===== config.mk =====
export PLATFORM = sky130hd
export DESIGN_NAME = stopwatch_ctrl
export DESIGN_NICKNAME = d
export VERILOG_FILES = /design/src/rtl/stopwatch_ctrl.sv
export SDC_FILE = /design/constraint.sdc
export NUM_CORES = 1
export LEC_CHECK = 0
export BUFFER_PORTS_ARGS = -buffer_cell sky130_fd_sc_hd__buf_4
export CORE_ASPECT_RATIO = 1.1
export CORE_MARGIN = 8
export CORE_UTILIZATION = 61
export DETAILED_ROUTE_END_ITERATION = 12
export PLACE_DENSITY_LB_ADDON = 0.25
export SLEW_MARGIN = 10
export SYNTH_ARGS = -nofsm -noshare
export SYNTH_HDL_FRONTEND = slang
export SYNTH_SLANG_ARGS = --single-unit

===== constraint.sdc =====
create_clock -name clk -period 9.6 [get_ports clk]
set_clock_uncertainty 0.15 [all_clocks]
set_input_delay 0.48 -clock clk [delete_from_list [all_inputs] [get_ports clk]]
set_output_delay 0.48 -clock clk [all_outputs]
set_load 0.02 [all_outputs]

===== src/rtl/stopwatch_ctrl.sv =====
// Stopwatch front end: debounces start/stop, lap and clear buttons and sequences the counter.
// Optional build macro STOPWATCH_AUTOSTOP_EN freezes the counter into PAUSE at 59:59.
//
// state    | meaning
// IDLE     | counter held, waiting for first start
// RUN      | counter running, display live
// PAUSE    | counter held, display live
// LAP_HOLD | counter running, display frozen on lap register
module stopwatch_ctrl #(
   parameter int DEBOUNCE_CYCLES = 1_000_000,
   parameter int CNT_W           = 20
) (
   input  logic       clk,
   input  logic       reset,
   input  logic       btn_start,
   input  logic       btn_lap,
   input  logic       btn_clr,
   input  logic [5:0] seconds,
   input  logic [5:0] minutes,
   output logic       cnt_stop,
   output logic       cnt_clear,
   output logic [5:0] disp_seconds,
   output logic [5:0] disp_minutes,
   output logic [3:0] lap_count,
   output logic [1:0] state_o
);

   localparam logic [CNT_W-1:0] LP_CNT_MAX = CNT_W'(DEBOUNCE_CYCLES - 1);

   typedef enum logic [1:0] {
      S_IDLE  = 2'd0,
      S_RUN   = 2'd1,
      S_PAUSE = 2'd2,
      S_LAP   = 2'd3
   } state_t;

   logic [2:0]       w_btn;
   logic [2:0]       r_sync0;
   logic [2:0]       r_sync1;
   logic [2:0]       r_acc;
   logic [2:0]       r_acc_d;
   logic [2:0]       r_pulse;
   logic [CNT_W-1:0] r_cnt [3];

   assign w_btn = {btn_clr, btn_lap, btn_start};

   // Counter restarts when the level about to enter r_sync1 differs from it.
   always_ff @(posedge clk or posedge reset) begin
      if (reset) begin
         r_sync0 <= '0;
         r_sync1 <= '0;
         r_acc   <= '0;
         r_acc_d <= '0;
         r_pulse <= '0;
         for (int i = 0; i < 3; i++) r_cnt[i] <= '0;
      end else begin
         r_sync0 <= w_btn;
         r_sync1 <= r_sync0;
         r_acc_d <= r_acc;
         r_pulse <= r_acc & ~r_acc_d;
         for (int i = 0; i < 3; i++) begin
            if (r_sync0[i] != r_sync1[i])
               r_cnt[i] <= '0;
            else if (r_cnt[i] != LP_CNT_MAX)
               r_cnt[i] <= r_cnt[i] + CNT_W'(1);
            if (r_cnt[i] == LP_CNT_MAX)
               r_acc[i] <= r_sync1[i];
         end
      end
   end

   logic w_clr_p;
   logic w_start_p;
   logic w_lap_p;
   logic w_autostop;

   assign w_clr_p   = r_pulse[2];
   assign w_start_p = r_pulse[0] & ~r_pulse[2];
   assign w_lap_p   = r_pulse[1] & ~r_pulse[0] & ~r_pulse[2];

`ifdef STOPWATCH_AUTOSTOP_EN
   logic w_at_max;
   assign w_at_max   = (seconds == 6'd59) && (minutes == 6'd59);
   assign w_autostop = w_at_max & ~w_clr_p;
`else
   assign w_autostop = 1'b0;
`endif

   state_t     r_state;
   logic [5:0] r_lap_s;
   logic [5:0] r_lap_m;

   // Display and cnt_stop follow the state being entered on this edge.
   always_ff @(posedge clk or posedge reset) begin
      if (reset) begin
         r_state      <= S_IDLE;
         cnt_stop     <= 1'b1;
         cnt_clear    <= 1'b0;
         disp_seconds <= '0;
         disp_minutes <= '0;
         lap_count    <= '0;
         r_lap_s      <= '0;
         r_lap_m      <= '0;
      end else begin
         cnt_clear    <= 1'b0;
         disp_seconds <= seconds;
         disp_minutes <= minutes;
         case (r_state)
            S_IDLE: begin
               if (w_clr_p) begin
                  cnt_clear <= 1'b1;
                  lap_count <= '0;
               end else if (w_start_p) begin
                  r_state  <= S_RUN;
                  cnt_stop <= 1'b0;
               end
            end
            S_RUN: begin
               if (w_autostop || w_start_p) begin
                  r_state  <= S_PAUSE;
                  cnt_stop <= 1'b1;
               end else if (w_lap_p) begin
                  r_state <= S_LAP;
                  r_lap_s <= seconds;
                  r_lap_m <= minutes;
                  if (lap_count != 4'd15) lap_count <= lap_count + 4'd1;
               end
            end
            S_PAUSE: begin
               if (w_clr_p) begin
                  r_state   <= S_IDLE;
                  cnt_clear <= 1'b1;
                  lap_count <= '0;
               end else if (w_start_p) begin
                  r_state  <= S_RUN;
                  cnt_stop <= 1'b0;
               end
            end
            S_LAP: begin
               if (w_autostop || w_start_p) begin
                  r_state  <= S_PAUSE;
                  cnt_stop <= 1'b1;
               end else if (w_lap_p) begin
                  r_state <= S_RUN;
               end else begin
                  disp_seconds <= r_lap_s;
                  disp_minutes <= r_lap_m;
               end
            end
            default: begin
               r_state  <= S_IDLE;
               cnt_stop <= 1'b1;
            end
         endcase
      end
   end

   assign state_o = r_state;

endmodule

-- Word-level counts from Yosys, hierarchy flattened
Index checks and enable logic that the tools add are counted.
- flip-flop bits (word level): 107
- latch bits: 0
- memory bits (writable): 0
- memory bits (read-only): 0
- output and inout bits: 20
- memories kept: 0
- add/sub/neg operators: 4
- multipliers: 0
- divide/modulo/power cells: 0
- $lt $le $gt $ge: 0
- equality and inequality tests: 23
- shifts and indexed selects: 0
- muxes and demuxes: 31
- bitwise operators: 8
- reductions and logical operators: 11
- operators by type and width (operator ; number):
    $mux 20 ; 6
    $add 20x1->20 const B ; 3
    $eq 20x20->1 const B ; 3
    $ne 20x20->1 const B ; 3
    $mux 6 ; 6
    $mux 4 ; 4
    $mux 2 ; 7
    $ne 2x2->1 const B ; 5
    $pmux 2 s4 ; 1
    $pmux 4 s2 ; 1
    $reduce_bool 2->1 ; 4
    $ne 2x1->1 const B ; 3
    $ne 3x3->1 const B ; 2
    $reduce_and 3->1 ; 2
    $mux 1 ; 5
    $reduce_and 5->1 ; 1
    $add 4x1->4 const B ; 1
    $eq 2x2->1 const B ; 2
    $ne 4x4->1 const B ; 1
    $reduce_or 2->1 ; 2
    $and 1x1->1 ; 3
    $and 3x3->3 ; 1
    $ne 1x1->1 ; 3
    $not 1->1 ; 3
    5 further kinds ; 5

-- Depth between registers and ports, before layout
Gate-level depths: netlist of the first run.
- depth after elaboration: 6
- gate-level depth with buffers: 6
- gate-level depth less buffers: 5

-- Worst setup path after synthesis of the first run
No wires, ideal clock.
- path type: reg2reg
- start: register r_cnt[33] (netlist bit)
- end: register r_acc[1]
- data arrival time: 1.740 ns
- setup slack: 7.585 ns
- stages on the path, launching flop included: 5
- buffers on the path: 0
- clock period less this slack: 2.015 ns
- path through: dfrtp_1 -> or4bb_1 -> nor4_1 -> nand3_1 -> mux2_2
- longest elaborated chain between the ends: 1
- RTL lines (element ; line ; RTL):
    from (decl) ; 43 ; logic [CNT_W-1:0] r_cnt [3];
    from (signal, indexed assignment) ; 65 ; r_cnt[i] <= r_cnt[i] + CNT_W'(1);
    $eq 20x20->1 ; 66 ; if (r_cnt[i] == LP_CNT_MAX)
    to (signal, indexed assignment) ; 67 ; r_acc[i] <= r_sync1[i];
    to (decl) ; 40 ; logic [2:0] r_acc;
Every way passes these cells.
A chain may end at the register's enable or synchronous reset.

-- Final worst setup path of the first run
- start: register r_cnt[43] (netlist bit)
- end: register r_cnt[59] (netlist bit)
- longest elaborated chain between the ends: 3
- elaborated cells between the ends (all ways): 5
- classes of those cells: add/sub: 1; eq/ne: 1; mux: 2; reduce/logical: 1
- RTL lines (element ; line ; RTL):
    $add 20x1->20 ; 65 ;
    $mux 20 ; 64 ; else if (r_cnt[i] != LP_CNT_MAX)
    $mux 20 ; 62 ; if (r_sync0[i] != r_sync1[i])
Several ways; a longest one is shown, not always the timed one. The select of a mux whose other input is x is not followed.

==> run metrics, run 1 <==
antenna violations before repair 0; starting density of the core 0.619; Port Buffer Count 36; post-synthesis cell count 441; min Tclk post-route 2320 ps; post-synthesis cell type count 46; dpl hpwl 6.05 mm; status finished, final reports clean; Area contributors post-synth dfrtp_1 (55%), mux2_2 (6.5%), xnor2_1 (2.7%); sequential cell area 0.00268 mm²; worst-margin pin slew 1140 ps; post-synth top area share 0.547; R2R cell count 4; root buffer cell clkbuf_8; synthesis-to-layout area growth 12.2%; WL/cell 14.9 µm; dpl cell area 0.00523 mm²; final count of pins violating max slew 0; total gr overflow 0; share of post-route cells with drive strength above 1 0.196; multi-input logic area 0.00210 mm²; endpoints failing hold 0; RSZ-0062 raised after global routing no; DRC Markers 0; CTS H-tree lvls 3; postcts setup bufs 0; PD cells 147 mW/mm²; aggregate global-route resource usage 0.167; final worst setup slack 7280 ps; routed vias/inst 5.93; max capacitance violation total 0; Slew HR 0.236; Post-CTS Resized 0; num rows 34; I/O Pins 37; CTS tree built; Core Area 0.00783 mm²; ys async rst share 1.00; Final setup viols 0; YS warnings 0; Num Clock Sinks 107; Post-Layout Inst Area 0.00544 mm²; Synth Net Count 462; synthesized flop and latch total 107; f_max 432 MHz; Sum Neg Setup Slack 0 ps; vias in the first global route 3416; Top Family by Delay on Critical Path simple AND/OR/NAND/NOR gates; Die Span Y 109 µm; Vias 3511; CTS Hold Buffers Added 0; worst path required time 9750 ps; initial DRC count 126; worst vdd ir 85.1 µV; Critical Path Sink Type flop; clk buf depth 2; crit-path max cell delay 670 ps; Synth area leader dfrtp_1; period utilization 0.241; critical path class flop to flop; Crit path depth 4; # diodes 0; register area share after synthesis 0.553; Final Wtd Congestion 0.814; reported leakage power 0.00241 µW; crit path max fanout 12; Main synth FF type dfrtp_1; mapped cell area 0.00485 mm²; number of synthesized flops with an enable pin 0; Worst-Skew Late Latency 370 ps; CP cell instances nand3_1 > or4_4 > or4_1 > a21oi_1; worst slack at placement 7310 ps; clock-pin slew on the worst setup and hold paths 100 ps; CP startpoint kind flop; crit path DAT 2460 ps; CP bufs+invs 0; DRT Wirelength 8.83 mm; filler cell count 598; area of the die 0.0111 mm²; die span in x 101 µm; Crit-path slowest cell or4_4; largest net degree at the start of global routing 57; CTS Buf Count 9; Hold WC Path Type primary input to asynchronous set/reset pin; remaining antenna violation count 0; Avg Inst Size Synth 11.0 µm²; first-pass GRT wire length 15.1 mm; First-pass DRT Iterations 5; nets@finish 500
## cells in the mapped netlist (2+ instances only)
| cell type | n |
|---|---|
| o211ai_1 | 2 |
| nor4b_1 | 2 |
| clkbuf_1 | 10 |
| a31oi_1 | 12 |
| ha_1 | 4 |
| nor3_1 | 6 |
| o31ai_1 | 7 |
| or4_1 | 7 |
| inv_1 | 7 |
| nand2_1 | 29 |
| a211oi_1 | 4 |
| nor2_1 | 30 |
| or4b_1 | 2 |
| a21oi_1 | 25 |
| mux2i_1 | 4 |
| and2_1 | 3 |
| or4bb_1 | 2 |
| nor2b_1 | 6 |
| o21ai_0 | 23 |
| a41o_1 | 3 |
| buf_2 | 2 |
| nand4_1 | 13 |
| and4_1 | 5 |
| nand2b_1 | 4 |
| dfrtp_1 | 106 |
| xor2_1 | 12 |
| nand3_1 | 25 |
| mux2_2 | 28 |
| and3_1 | 9 |
| nor4_1 | 8 |
| xnor2_1 | 15 |
| or3_1 | 10 |
| a31o_2 | 3 |
## path summary, 6_finish.rpt
kind / slack (ps) / end / start
setup / recovery: 7280 / r_cnt[59]$_DFFE_PP0P_ / r_cnt[43]$_DFFE_PP0P_
hold / removal: 40 / r_cnt[6]$_DFFE_PP0P_ / reset
setup reg to reg: 7280 / r_cnt[59]$_DFFE_PP0P_ / r_cnt[43]$_DFFE_PP0P_
hold reg to reg: 240 / r_acc_d[0]$_DFF_PP0_ / r_acc[0]$_DFFE_PP0N_
max in group asynchronous: 8130 / r_cnt[23]$_DFFE_PP0P_ / reset
min in group clk: 70 / r_sync0[1]$_DFF_PP0_ / btn_lap
## area by class of cell
type,instances,share of cell area
sequential,107,0.493
multi-input combinational,315,0.387
timing repair buffer,39,0.0538
clock buffer,10,0.0253
tap,108,0.0249
clock inverter,6,0.0115
inverter,7,0.00529
## per-layer routing
metal,track usage,part of all wire,up-vias,wire length [µm]
li1,-,-,1696,-
met1,0.195,0.44,1725,3880
met2,0.294,0.50,79,4410
met3,0.0405,0.050,11,442
met4,0.0596,0.011,0,100
met5,0,0,-,0
## registers in the layout, indices dropped and copies added, names as in the netlist, 4 cells and up
| register | count |
|---|---|
| lap_count | 4 |
| r_lap_s | 6 |
| r_cnt | 60 |
| r_lap_m | 6 |
| disp_minutes | 6 |
| disp_seconds | 6 |
## cells in the final DEF (no fill, tap or decap), types with 2 or more instances in the layout
| cell type | instances |
|---|---|
| xnor2_1 | 15 |
| nor3_1 | 6 |
| or4_1 | 7 |
| nor4_1 | 8 |
| o211ai_1 | 2 |
| nand2_1 | 29 |
| mux2_2 | 28 |
| nand2b_1 | 4 |
| a21oi_1 | 25 |
| nor2b_1 | 6 |
| a41o_1 | 3 |
| buf_4 | 39 |
| nor4b_1 | 2 |
| and2_1 | 3 |
| a31o_2 | 3 |
| nand3_1 | 25 |
| xor2_1 | 11 |
| inv_1 | 6 |
| clkinv_2 | 3 |
| a211oi_1 | 4 |
| mux2i_1 | 4 |
| and3_1 | 9 |
| inv_6 | 2 |
| or4bb_1 | 2 |
| o31ai_1 | 7 |
| a31oi_1 | 12 |
| or3_1 | 10 |
| nor2_1 | 30 |
| or4b_1 | 2 |
| ha_1 | 4 |
| and4_1 | 5 |
| nand4_1 | 13 |
| clkbuf_8 | 10 |
| o21ai_0 | 23 |
| dfrtp_1 | 106 |
## kinds of logic after synthesis
kind of cell | Yosys count | share of synthesized area
and+or+nand+nor | 172 | 0.201
DFF | 107 | 0.553
AOI/OAI and AO/OA | 80 | 0.0986
muxes | 32 | 0.0733
xor gates and xnor gates | 27 | 0.0488
buffers and inverters | 19 | 0.0152
adders and majority gates | 4 | 0.0103
## where the power goes
group | total (µW) | switching (µW) | internal [µW]
logic | 49.8 | 31.3 | 18.5
registers | 470 | 9.64 | 460
clock network | 279 | 150 | 128
## metrics by stage
| stage | total power (µW) | utilization | hold slack, ps | std cells |
|---|---|---|---|---|
| 2_1_floorplan | 508 | - | 212 | 441 |
| 5_1_grt | 829 | 0.695 | 53.6 | 592 |
| 3_3_place_gp | 527 | 0.668 | 224 | 576 |
| 6_report | 798 | 0.695 | 38.6 | 592 |
| 4_1_cts | 807 | 0.694 | 55.1 | 592 |
| 3_5_place_dp | 529 | 0.668 | 226 | 576 |
No activity file was read; power rests on OpenSTA's default activity.
==> run 2: changes to the inputs <==
CORE_UTILIZATION = 60   (was 61)
clock period = 2.2 ns   (was 9.6 ns; I/O delays follow)
==> run 2 against run 1 <==
Net effect: core utilization rose by 4.0 points; non-clock buffer count rose by 35; maximum frequency rose by 7.2%; power rose to 4.4 times the previous value; critical path depth did not move; clock-buffer cell count fell by 1; via count rose by 4.5%; clock power rose to 4.3 times the previous value; highest routed layer unchanged; global-route usage rose by 1.9 points.
==> run metrics, run 2 (synthesized netlist as in run 1, its figures left out) <==
status finished, final reports clean; num rows 34; critical path class flop to flop; aggregate global-route resource usage 0.186; worst hold stages 2; share of post-route cells with drive strength above 1 0.220; Slew HR 0.579; R2R cell count 4; Num Clock Sinks 107; Core Area 0.00787 mm²; Port Buffer Count 36; Power Total 3500 µW; period utilization 0.983; first-pass GRT wire length 16.8 mm; dpl hpwl 6.56 mm; largest net degree at the start of global routing 48; starting density of the core 0.616; CTS Buf Count 9; initial DRC count 96; vias in the first global route 3675; max reg flops 60; First-pass DRT Iterations 4; most flop-heavy register r_cnt; Worst-Skew Late Latency 370 ps; PD cells 606 mW/mm²; root buffer cell clkbuf_8; final cell count without fillers 627; Final setup viols 0; DP Cell Count 595; worst path required time 2300 ps; Hold WC Path Type primary input to flop; total gr overflow 0; antenna violations before repair 0; most frequent cells in the layout dfrtp_1 (106), buf_4 (56), nor2_1 (30); crit path max fanout 7; postcts setup bufs 0; I/O Pins 37; synthesis-to-layout area growth 19.3%; CTS tree built; CP startpoint kind flop; endpoints failing hold 0; crit path DAT 2260 ps; worst slack at placement 83.6 ps; max capacitance violation total 0; DRC Markers 0; # diodes 0; WL/cell 15.9 µm; Die Span Y 110 µm; Vias 3670; final count of pins violating max slew 0; Critical Path Sink Type flop; f_max 462 MHz; clock-pin slew on the worst setup and hold paths 110 ps; Final Wtd Congestion 0.827; min Tclk post-route 2160 ps; reported leakage power 0.00259 µW; nets@finish 535; DRT Wirelength 10.0 mm; CTS H-tree lvls 3; remaining antenna violation count 0; leading cell type in the layout, fill and taps excluded dfrtp_1; area of the die 0.0112 mm²; clk buf depth 2; routed vias/inst 5.85; filler cell count 538; die span in x 102 µm; worst-margin pin slew 630 ps; final worst setup slack 37.6 ps; worst vdd ir 345 µV
[run 2: final cells by class]
type	count	area (µm²)	share of cell area
timing repair buffer	74	621	0.107
clock buffer	9	124	0.0214
clock inverter	7	76.3	0.0132
sequential	107	2680	0.463
multi-input combinational	315	2120	0.366
inverter	7	30.0	0.00519
tap	108	135	0.0234
[run 2: worst paths after layout]
check                                      from                   end  slack (ps)
setup / recovery           r_cnt[8]$_DFFE_PP0P_  r_acc[2]$_DFFE_PP0N_          40
setup reg to reg           r_cnt[8]$_DFFE_PP0P_  r_acc[2]$_DFFE_PP0N_          40
hold reg to reg            r_acc_d[2]$_DFF_PP0_  r_pulse[2]$_DFF_PP0_         240
max in group asynchronous                 reset  cnt_stop$_DFFE_PP1P_         960
min in group asynchronous                 reset  r_cnt[6]$_DFFE_PP0P_         250
hold / removal                          btn_clr  r_sync0[2]$_DFF_PP0_         240
[run 2: where the power goes]
group	internal (µW)	switching (µW)
Clock	456	737
Combinational	111	149
Sequential	2010	42.0
[run 2: repair_timing]
item | in CTS | in global routing
resized for setup | 0 | 3
hold buffers | 16 | 0
hold endpoints to repair | 51 | 0
setup endpoints to repair | 0 | 5
[run 2: stage by stage]
stage	instance area (µm²)	util	TNS [ps]	hold WS, ps
after global routing	5780	0.735	-16.9	230
after floorplan	4850	-	0	-8.57
after detailed placement	5400	0.686	0	70.6
after global placement	5400	0.686	0	70.3
after CTS	5760	0.732	0	226
final	5780	0.735	0	240
[run 2: critical path: stages (launching register included)]
cell and delay [ps]:
dfrtp_1 440, or4b_1 590, nor4_4 400, nand3_4 160
mux2_2 310
[run 2: layer usage]
| metal | up-vias | share of wire | GRT usage |
|---|---|---|---|
| met5 | - | 0 | 0 |
| met1 | 1813 | 0.43 | 0.224 |
| met3 | 12 | 0.044 | 0.0377 |
| li1 | 1764 | - | - |
| met2 | 81 | 0.52 | 0.330 |
| met4 | 0 | 0.011 | 0.0501 |
